## src/rtl/fb_access_if.sv

```systemverilog
// Bundle of requester, RAM and status signals around the frame-buffer arbiter.
// The slave modport is the arbiter's view; master is the surrounding logic's view.
interface fb_access_if #(
    parameter int ADDR_W      = 15,
    parameter int DATA_W      = 2,
    parameter int WFIFO_DEPTH = 4
);
    localparam int LVL_W = $clog2(WFIFO_DEPTH) + 1;

    logic              wr_valid;
    logic              wr_ready;
    logic [ADDR_W-1:0] wr_addr;
    logic [DATA_W-1:0] wr_data;

    logic              rd_req;
    logic [ADDR_W-1:0] rd_addr;
    logic              rd_gnt;
    logic              rd_valid;
    logic [DATA_W-1:0] rd_data;

    logic [ADDR_W-1:0] ram_addr;
    logic              ram_we;
    logic [DATA_W-1:0] ram_din;
    logic [DATA_W-1:0] ram_dout;

    logic [LVL_W-1:0]  wr_level;
    logic              wr_drop;

    modport slave (
        input  wr_valid, wr_addr, wr_data,
        output wr_ready,
        input  rd_req, rd_addr,
        output rd_gnt, rd_valid, rd_data,
        output ram_addr, ram_we, ram_din,
        input  ram_dout,
        output wr_level, wr_drop
    );

    modport master (
        output wr_valid, wr_addr, wr_data,
        input  wr_ready,
        output rd_req, rd_addr,
        input  rd_gnt, rd_valid, rd_data,
        input  ram_addr, ram_we, ram_din,
        output ram_dout,
        input  wr_level, wr_drop
    );
endinterface

```

## src/rtl/fb_access_arbiter.sv

```systemverilog
// Shares one single-port frame-buffer RAM between the pixel writer and the line reader.
// Reads win by default; a buffered write is forced after MAX_WR_WAIT cycles of starvation.
module fb_access_arbiter #(
    parameter int ADDR_W      = 15,
    parameter int DATA_W      = 2,
    parameter int WFIFO_DEPTH = 4,   // power of 2, at least 2
    parameter int MAX_WR_WAIT = 8
) (
    input logic       clock,
    input logic       reset,
    fb_access_if.slave bus
);
    localparam int PTR_W = $clog2(WFIFO_DEPTH);
    localparam int LVL_W = PTR_W + 1;
    localparam int CNT_W = $clog2(MAX_WR_WAIT + 1);

    localparam logic [LVL_W-1:0] LVL_FULL = LVL_W'(WFIFO_DEPTH);
    localparam logic [CNT_W-1:0] CNT_MAX  = CNT_W'(MAX_WR_WAIT);

    typedef enum logic [1:0] {
        GNT_IDLE,
        GNT_READ,
        GNT_WRITE
    } grant_t;

    logic [ADDR_W-1:0] fifo_addr [WFIFO_DEPTH];
    logic [DATA_W-1:0] fifo_data [WFIFO_DEPTH];
    logic [PTR_W-1:0]  wr_ptr;
    logic [PTR_W-1:0]  rd_ptr;
    logic [LVL_W-1:0]  level;
    logic [CNT_W-1:0]  wait_cnt;
    logic              rd_valid_q;
    logic              wr_drop_q;

    logic              fifo_nonempty;
    logic              fifo_full;
    logic              force_wr;
    logic              push;
    logic              pop;
    grant_t            grant;

    assign fifo_nonempty = (level != '0);
    assign fifo_full     = (level == LVL_FULL);
    assign force_wr      = fifo_nonempty && (wait_cnt == CNT_MAX);

    // wr_ready looks only at the registered level, never at a same-cycle pop
    assign push = bus.wr_valid && !fifo_full;
    assign pop  = (grant == GNT_WRITE);

    always_comb begin
        grant = GNT_IDLE;
        if (bus.rd_req && !force_wr) begin
            grant = GNT_READ;
        end else if (fifo_nonempty) begin
            grant = GNT_WRITE;
        end
    end

    always_comb begin
        bus.ram_addr = bus.rd_addr;
        bus.ram_din  = fifo_data[rd_ptr];
        bus.ram_we   = 1'b0;
        bus.rd_gnt   = 1'b0;
        case (grant)
            GNT_READ: begin
                bus.rd_gnt = 1'b1;
            end
            GNT_WRITE: begin
                bus.ram_addr = fifo_addr[rd_ptr];
                bus.ram_we   = 1'b1;
            end
            default: ;
        endcase
    end

    assign bus.wr_ready = !fifo_full;
    assign bus.wr_level = level;
    assign bus.wr_drop  = wr_drop_q;
    assign bus.rd_valid = rd_valid_q;
    assign bus.rd_data  = bus.ram_dout;

    // Storage needs no reset; only pointers and level define what is valid.
    always_ff @(posedge clock) begin
        if (push) begin
            fifo_addr[wr_ptr] <= bus.wr_addr;
            fifo_data[wr_ptr] <= bus.wr_data;
        end
    end

    always_ff @(posedge clock) begin
        if (reset) begin
            wr_ptr <= '0;
            rd_ptr <= '0;
            level  <= '0;
        end else begin
            if (push) begin
                wr_ptr <= wr_ptr + PTR_W'(1);
            end
            if (pop) begin
                rd_ptr <= rd_ptr + PTR_W'(1);
            end
            case ({push, pop})
                2'b10:   level <= level + LVL_W'(1);
                2'b01:   level <= level - LVL_W'(1);
                default: level <= level;
            endcase
        end
    end

    always_ff @(posedge clock) begin
        if (reset) begin
            wait_cnt <= '0;
        end else if (pop || !fifo_nonempty) begin
            wait_cnt <= '0;
        end else if (wait_cnt != CNT_MAX) begin
            wait_cnt <= wait_cnt + CNT_W'(1);
        end
    end

    always_ff @(posedge clock) begin
        if (reset) begin
            rd_valid_q <= 1'b0;
            wr_drop_q  <= 1'b0;
        end else begin
            rd_valid_q <= bus.rd_gnt;
            if (bus.wr_valid && fifo_full) begin
                wr_drop_q <= 1'b1;
            end
        end
    end
endmodule

```

## src/flat_wrapper.sv

```systemverilog
// flat-port wrapper written by rule: the top's interface ports become plain ports
module fb_access_arbiter_flat 
#(
    parameter int ADDR_W      = 15,
    parameter int DATA_W      = 2,
    parameter int WFIFO_DEPTH = 4,                            
    parameter int MAX_WR_WAIT = 8
)
  (clock, reset, bus_wr_valid, bus_wr_addr, bus_wr_data, bus_wr_ready, bus_rd_req, bus_rd_addr, bus_rd_gnt, bus_rd_valid, bus_rd_data, bus_ram_addr, bus_ram_we, bus_ram_din, bus_ram_dout, bus_wr_level, bus_wr_drop);
  fb_access_if #(.ADDR_W(ADDR_W), .DATA_W(DATA_W), .WFIFO_DEPTH(WFIFO_DEPTH)) bus_i ();
  input logic clock;
  input logic reset;
  input wire logic [$bits(bus_i.wr_valid)-1:0] bus_wr_valid;
  input wire logic [$bits(bus_i.wr_addr)-1:0] bus_wr_addr;
  input wire logic [$bits(bus_i.wr_data)-1:0] bus_wr_data;
  output wire logic [$bits(bus_i.wr_ready)-1:0] bus_wr_ready;
  input wire logic [$bits(bus_i.rd_req)-1:0] bus_rd_req;
  input wire logic [$bits(bus_i.rd_addr)-1:0] bus_rd_addr;
  output wire logic [$bits(bus_i.rd_gnt)-1:0] bus_rd_gnt;
  output wire logic [$bits(bus_i.rd_valid)-1:0] bus_rd_valid;
  output wire logic [$bits(bus_i.rd_data)-1:0] bus_rd_data;
  output wire logic [$bits(bus_i.ram_addr)-1:0] bus_ram_addr;
  output wire logic [$bits(bus_i.ram_we)-1:0] bus_ram_we;
  output wire logic [$bits(bus_i.ram_din)-1:0] bus_ram_din;
  input wire logic [$bits(bus_i.ram_dout)-1:0] bus_ram_dout;
  output wire logic [$bits(bus_i.wr_level)-1:0] bus_wr_level;
  output wire logic [$bits(bus_i.wr_drop)-1:0] bus_wr_drop;
  assign bus_i.wr_valid = bus_wr_valid;
  assign bus_i.wr_addr = bus_wr_addr;
  assign bus_i.wr_data = bus_wr_data;
  assign bus_wr_ready = bus_i.wr_ready;
  assign bus_i.rd_req = bus_rd_req;
  assign bus_i.rd_addr = bus_rd_addr;
  assign bus_rd_gnt = bus_i.rd_gnt;
  assign bus_rd_valid = bus_i.rd_valid;
  assign bus_rd_data = bus_i.rd_data;
  assign bus_ram_addr = bus_i.ram_addr;
  assign bus_ram_we = bus_i.ram_we;
  assign bus_ram_din = bus_i.ram_din;
  assign bus_i.ram_dout = bus_ram_dout;
  assign bus_wr_level = bus_i.wr_level;
  assign bus_wr_drop = bus_i.wr_drop;
  fb_access_arbiter #(.ADDR_W(ADDR_W), .DATA_W(DATA_W), .WFIFO_DEPTH(WFIFO_DEPTH), .MAX_WR_WAIT(MAX_WR_WAIT)) u_core (.clock(clock), .reset(reset), .bus(bus_i));
endmodule
```

## config.mk

```make
export PLATFORM = sky130hd
export DESIGN_NAME = fb_access_arbiter_flat
export DESIGN_NICKNAME = d
export VERILOG_FILES = /design/src/rtl/fb_access_if.sv /design/src/rtl/fb_access_arbiter.sv /design/src/flat_wrapper.sv
export SDC_FILE = /design/constraint.sdc
export NUM_CORES = 1
export LEC_CHECK = 0
export BUFFER_PORTS_ARGS = -buffer_cell sky130_fd_sc_hd__buf_2
export CORE_MARGIN = 4
export CORE_UTILIZATION = 52
export DETAILED_ROUTE_END_ITERATION = 8
export PLACE_DENSITY_LB_ADDON = 0.12
export SLEW_MARGIN = 10
export SYNTH_ARGS = -nofsm -noshare
export SYNTH_HDL_FRONTEND = slang
export SYNTH_SLANG_ARGS = --single-unit
```

## constraint.sdc

```tcl
create_clock -name clock -period 2.75 [get_ports clock]
set_input_delay 0.4125 -clock clock [delete_from_list [all_inputs] [get_ports clock]]
set_output_delay 0.4125 -clock clock [all_outputs]
set_load 0.01 [all_outputs]
```

==> impl_metrics.py, run 1 <==
metrics = {
    "grt": {
        "top_usage_layer": "met2",
        "use_met2_pct": 23.8,
        "grtUsageMet3_pct": 4.51,
        "use_met1_pct": 22.1,
        "grt_pass1_wl_um": 9780,
        "grt_overflow": 0,
        "grt_pass1_vias": 1846,
        "track_usage_pct": 15.8,
        "antenna_found_initial": 0,
        "grt_max_degree": 18,
    },
    "synth": {
        "synth_cell_types": 33,
        "synthMuxAreaShare_pct": 18.6,
        "syn_avg_cell_area_um2": 18.7,
        "yosys.area_share.simple_pct": 4.91,
        "synth_xor_xnor_area_share_pct": 1.00,
        "ys_seq_area_share_pct": 67.1,
        "yosysWarnings": 0,
        "synth_top_family_by_area": "multiplexers",
        "synth_seq_cells": 83,
        "yosysTopAreaCell": "edfxtp_1",
        "syn_area_um2": 3490,
        "synth_top_area_share_pct": 58.5,
        "synth.top_cells.by_area": "edfxtp_1 58%, dfxtp_1 8.6%, mux4_1 6.8%",
        "synth_compound_area_share_pct": 2.08,
        "synth_nets": 233,
        "synthesis.instances": 187,
        "synth_fa_ha_area_share_pct": 3.08,
    },
    "die": {
        "start_util_pct": 54.4,
        "dieArea_um2": 8090,
        "ios": 65,
        "die_h_um": 89.9,
        "row_count": 29,
        "fp.coreArea_um2": 6420,
        "die_w_um": 89.9,
    },
    "finish": {
        "drive_above_1_share_pct": 42.4,
        "n_antenna_cell": 0,
        "fin_util_pct": 63.0,
        "nFillCells": 477,
        "area_growth_pct": 15.9,
        "multi_input_area_um2": 1040,
        "register_area_um2": 2340,
        "nNetsFinal": 298,
    },
    "clock_network": {
        "clockRootBuffer": "clkbuf_8",
        "cts_htree_levels": 3,
        "cts_sinks": 83,
        "clkLatencyLatePin_ns": 0.34,
        "tritoncts": "yes",
        "cts_hold_buf": 0,
        "clk_pin_slew_ns": 0.09,
        "cts_buffers": 9,
        "cts_buffer_depth": 2,
        "cts-resized-gates": 0,
        "post_cts_buffers": 0,
    },
    "hold_path": {
        "holdCritStartpoint": "bus_wr_data[1]",
        "holdPathStages": 1,
        "holdPathEnd": "u_core.fifo_data[1][1]$_DFFE_PP_",
        "min_path_type": "input pin to flip-flop",
    },
    "sta": {
        "fin_crit_sh_pct": 92.2,
        "slew_headroom_pct": 33.7,
        "grt_setup_unrepaired": "no",
        "setup_violations": 0,
        "setup_slack_ns": 0.214,
        "slew_viol_final": 0,
        "setup_tns_ns": 0,
        "final.min_clock_period_ns": 2.54,
        "skew_ns": 0.00800,
        "hold_violations": 0,
        "max_freq_mhz": 394,
        "fin_hold_ws_ns": 0.272,
        "tightest_slew_ns": 0.994,
    },
    "critical_path": {
        "path_max_fanout": 15,
        "startpoint_type": "flip-flop",
        "r2r_cells": 8,
        "worst-setup-path-type": "flip-flop to output pin",
        "crit_required_ns": 2.34,
        "reg2reg_slack_ns": 0.34,
        "timing.rr.end": "u_core.bus.wr_level[2]$_SDFFE_PP0P_",
        "crit_start": "u_core.wait_cnt[0]$_SDFFE_PP0N_",
        "end_kind": "output pin",
        "arrival_ns": 2.12,
        "rr_startpoint": "u_core.bus.wr_level[2]$_SDFFE_PP0P_",
    },
    "routing": {
        "firstDrtPassIters": 4,
        "wirelength_um": 5930,
        "antenna_left": 0,
        "dr_total_vias": 1782,
        "drtIter0Drc": 77,
        "via_per_inst": 5.34,
        "avgRoutedWirePerCell_um": 17.7,
        "drc": 0,
    },
    "placed_design": {
        "dp_slack_ns": 0.405,
        "portBuffers": 60,
        "place_hpwl_um": 3850,
        "place.gp.congestion": 0.738,
    },
    "power_and_ir_drop": {
        "p_seq_share_pct": 45.5,
        "ir_drop_mv": 0.385,
        "power.switching_w": 0.000993,
        "power_frac_comb_pct": 28.6,
        "clock_power_share_pct": 25.9,
        "p_sw_share_pct": 29.0,
        "p_leak_nw": 1.50,
        "p_int_w": 0.00243,
        "power_density_nw_per_um2": 846,
    },
    "flow_run": {
        "cap_violations": 0,
    },
    "status": {
        "status": "finished, final reports clean",
    },
}
cells in the final DEF, fill, tap and decap left out:
cell / synthesis / routed
nor3b_1: 1 / 1
or3_1: 1 / 1
a211oi_1: 1 / 1
o21ai_0: 1 / 1
a21oi_1: 4 / 4
xnor2_1: 1 / 1
mux4_1: 9 / 9
clkinv_4: 0 / 1
bufinv_16: 0 / 1
nor2b_1: 2 / 2
ha_1: 7 / 7
inv_1: 9 / 9
inv_6: 0 / 2
fa_1: 1 / 1
mux2_4: 8 / 8
nand2_1: 1 / 1
or3b_1: 1 / 1
edfxtp_1: 68 / 68
dfxtp_1: 15 / 15
nand3b_4: 1 / 1
and3_1: 4 / 4
mux4_2: 8 / 8
xor2_1: 3 / 3
mux2_2: 10 / 10
a21o_1: 2 / 2
a41oi_1: 1 / 1
nor3_4: 1 / 1
inv_8: 0 / 1
nand4bb_1: 1 / 1
buf_4: 2 / 4
nor2_1: 12 / 12
nand3_1: 3 / 3
clkinvlp_4: 0 / 2
buf_2: 2 / 60
clkbuf_8: 0 / 9
a21oi_4: 1 / 1
logic make-up after synthesis:
logic type / Yosys count
compound gates: 10
fa+ha+maj: 8
flops: 83
simple gates: 28
buf+inv: 19
xor+xnor: 4
mux: 35
layout make-up:
cell class | instances | share of cell area, %
flip-flops and latches | 83 | 57.9
inverters | 9 | 0.835
well taps | 77 | 2.38
clock buffers | 9 | 3.06
clock inverters | 7 | 2.04
multi-input cells | 85 | 25.6
repair buffers | 64 | 8.17
Yosys cell counts:
cell type and number:
a21o_1 2, inv_1 9, clkbuf_1 3, nand3b_4 1, nor2_1 12, nand2_1 1, and3_1 4, nor3b_1 1
buf_4 2, mux2_2 10, buf_12 1, fa_1 1, xor2_1 3, buf_6 2, a211oi_1 1, a41oi_1 1
xnor2_1 1, a21oi_1 4, mux4_1 9, a21oi_4 1, nand4bb_1 1, nor2b_1 2, edfxtp_1 68, nand3_1 3
o21ai_0 1, buf_2 2, dfxtp_1 15, mux4_2 8, ha_1 7, or3_1 1, mux2_4 8, or3b_1 1
nor3_4 1
through the flow:
stage	total power [W]	cells	cell area, µm²
3_5_place_dp	0.00258	318	3840
5_1_grt	0.00363	334	4050
3_3_place_gp	0.00257	318	3840
2_1_floorplan	0.00233	187	3490
4_1_cts	0.00347	334	4050
6_report	0.00342	334	4050
metal layers:
metal / part of all wire, % / up-vias
met5: 0 / -
met4: 1.4 / 0
met3: 5.0 / 8
met2: 48 / 47
met1: 46 / 869
li1: - / 858
state kept, by name (all words and copies together), names as in the netlist, named ones only:
signal,cells
u_core.fifo_data,8
u_core.fifo_addr,60
u_core.wr_ptr,2
u_core.wait_cnt,4
u_core.bus.wr_drop,1
u_core.bus.rd_valid,1
u_core.bus.wr_level,3
u_core.rd_ptr,2
worst max-delay path, stage by stage, from the launching register on:
cell      delay, ns
dfxtp_1        0.34
inv_1          0.06
ha_1           0.18
nand3b_4       0.11
a21oi_4        0.27
buf_4          0.30
mux2_2         0.37
buf_2          0.14
worst max-delay path by stage:
stage                                           to  cells past startpoint
6_report                           bus_ram_addr[1]                      7
4_1_cts                            bus_ram_addr[1]                      7
3_5_place_dp   u_core.bus.wr_level[2]$_SDFFE_PP0P_                      8
3_3_place_gp   u_core.bus.wr_level[2]$_SDFFE_PP0P_                      8
5_1_grt                            bus_ram_addr[1]                      7
2_1_floorplan  u_core.bus.wr_level[2]$_SDFFE_PP0P_                     11
power groups by stage:
stage / Clock, W / Sequential (W) / Combinational (W)
floorplan: 0 / 0.00158 / 0.000744
global placement: 0 / 0.00158 / 0.000985
detailed placement: 0 / 0.00159 / 0.000996
CTS: 0.000914 / 0.00156 / 0.00100
global route: 0.000979 / 0.00157 / 0.00107
finish: 0.000887 / 0.00156 / 0.000977
(Power assumes the default switching activity.)
==> run 2, diff against run 1 <==
REMOVE_ABC_BUFFERS = 1   (was not set)
SLEW_MARGIN = 15   (was 10)
==> impl_metrics.py, run 2 (synthesis gave the netlist of run 1 again) <==
metrics = {
    "grt": {
        "grt_max_degree": 18,
        "track_usage_pct": 14.9,
        "grt_overflow": 0,
        "antenna_found_initial": 0,
        "grt_pass1_wl_um": 9250,
        "grt_pass1_vias": 1852,
    },
    "finish": {
        "nFillCells": 477,
        "layout_commonest_cell": "edfxtp_1",
        "nNetsFinal": 298,
        "area_growth_pct": 15.2,
        "top_regs": "u_core.fifo_addr x60, u_core.fifo_data x8, u_core.wait_cnt x4",
        "largest_reg_flops": 60,
        "final_area_um2": 4020,
        "final_cell_mix": "68 x edfxtp_1, 60 x buf_2, 15 x dfxtp_1",
        "regMostFlops": "u_core.fifo_addr",
        "multi_input_area_um2": 1040,
        "n_antenna_cell": 0,
        "register_area_um2": 2340,
        "drive_above_1_share_pct": 41.8,
    },
    "critical_path": {
        "worst-setup-path-type": "flip-flop to output pin",
        "cp_slowest_cell": "mux2_2",
        "cp_cell_sequence": "inv_1, ha_1, nand3b_4, a21oi_4, buf_4, mux2_2, buf_2",
        "critPathBufInv": 3,
        "cp_top_family": "buffers and inverters",
        "crit_required_ns": 2.34,
        "path_max_fanout": 15,
        "startpoint_type": "flip-flop",
        "arrival_ns": 2.12,
        "end_kind": "output pin",
        "slowest_delay_ns": 0.36,
    },
    "power_and_ir_drop": {
        "power_density_nw_per_um2": 831,
        "p_leak_nw": 1.49,
        "p_total_w": 0.00334,
        "ir_drop_mv": 0.494,
    },
    "clock_network": {
        "cts_buffers": 9,
        "cts_buffer_depth": 2,
        "post_cts_buffers": 0,
        "cts_hold_buf": 0,
        "cts_htree_levels": 3,
        "clockRootBuffer": "clkbuf_8",
        "tritoncts": "yes",
        "cts-resized-gates": 0,
        "clkLatencyLatePin_ns": 0.34,
        "clk_pin_slew_ns": 0.08,
        "cts_sinks": 83,
    },
    "routing": {
        "firstDrtPassIters": 4,
        "drc": 0,
        "wirelength_um": 5660,
        "antenna_left": 0,
        "drtIter0Drc": 89,
        "dr_total_vias": 1786,
        "via_per_inst": 5.36,
        "avgRoutedWirePerCell_um": 17.0,
    },
    "sta": {
        "tightest_slew_ns": 0.939,
        "setup_tns_ns": 0,
        "slew_viol_final": 0,
        "max_freq_mhz": 395,
        "fin_crit_sh_pct": 92.0,
        "grt_setup_unrepaired": "no",
        "setup_violations": 0,
        "final.min_clock_period_ns": 2.53,
        "hold_violations": 0,
        "slew_headroom_pct": 37.4,
        "skew_ns": 0.00708,
    },
    "die": {
        "ios": 65,
        "fp.coreArea_um2": 6420,
        "die_h_um": 89.9,
        "dieArea_um2": 8090,
        "row_count": 29,
        "die_w_um": 89.9,
        "start_util_pct": 54.4,
    },
    "flow_run": {
        "cap_violations": 0,
    },
    "placed_design": {
        "place.gp.congestion": 0.747,
        "post_dp_cell_area_um2": 3840,
        "portBuffers": 60,
        "place_hpwl_um": 3860,
    },
    "status": {
        "status": "finished, final reports clean",
    },
    "hold_path": {
        "min_path_type": "input pin to flip-flop",
    },
}
run 2: changes by cell type in the layout (fill, tap and decap cells not counted):
cell | before | now
clkbuf_1 | 0 | 1
clkinv_4 | 1 | 0
inv_8 | 1 | 0
inv_6 | 2 | 0
clkinv_2 | 0 | 2
run 2: final cells by class:
| class | instances | area share, % |
|---|---|---|
| Timing Repair Buffer | 64 | 8.21 |
| Sequential cell | 83 | 58.2 |
| Inverter | 9 | 0.840 |
| Multi-Input combinational cell | 85 | 25.8 |
| Tap cell | 77 | 2.40 |
| Clock inverter | 5 | 1.37 |
| Clock buffer | 10 | 3.17 |
run 2: final timing paths:
path / from / endpoint / slack, ns / depth (start not counted)
worst min-delay path: bus_wr_addr[2] / u_core.fifo_addr[2][2]$_DFFE_PP_ / 0.29 / 1
worst min register to register: u_core.wait_cnt[0]$_SDFFE_PP0N_ / u_core.wait_cnt[0]$_SDFFE_PP0N_ / 0.46 / 1
worst max register to register: u_core.bus.wr_level[2]$_SDFFE_PP0P_ / u_core.bus.wr_level[2]$_SDFFE_PP0P_ / 0.37 / 8
worst max-delay path: u_core.wait_cnt[0]$_SDFFE_PP0N_ / bus_ram_addr[3] / 0.22 / 7
run 2: power breakdown:
group | internal (W) | switching, W | total (W)
combinational | 0.000501 | 0.000470 | 0.000971
sequential | 0.00150 | 0.0000655 | 0.00156
clock | 0.000412 | 0.000400 | 0.000811
run 2: through the flow:
step | hold WS, ns | utilization, % | instances | setup slack (ns)
floorplan | 0.430 | - | 177 | 0.245
global placement | 0.450 | 59.8 | 318 | 0.479
detailed placement | 0.455 | 59.8 | 318 | 0.395
CTS | 0.267 | 62.6 | 333 | 0.163
global route | 0.271 | 62.6 | 333 | 0.118
finish | 0.285 | 62.6 | 333 | 0.219
run 2: routing by layer:
layer	wire length, µm	GRT usage (%)	vias to the layer above	share of wire [%]
li1	-	-	858	-
met1	2490	18.9	873	44
met2	2780	24.3	47	49
met3	288	3.26	8	5.1
met4	94	7.65	0	1.7
met5	0	0	-	0
run 2: worst reg2reg max path, stage by stage, from the launching register on:
cell and delay, ns:
dfxtp_1 0.44, or3b_1 0.52, nand2_1 0.13, ha_1 0.19, inv_1 0.06, fa_1 0.38, xor2_1 0.16, or3_1 0.31
a21oi_1 0.13
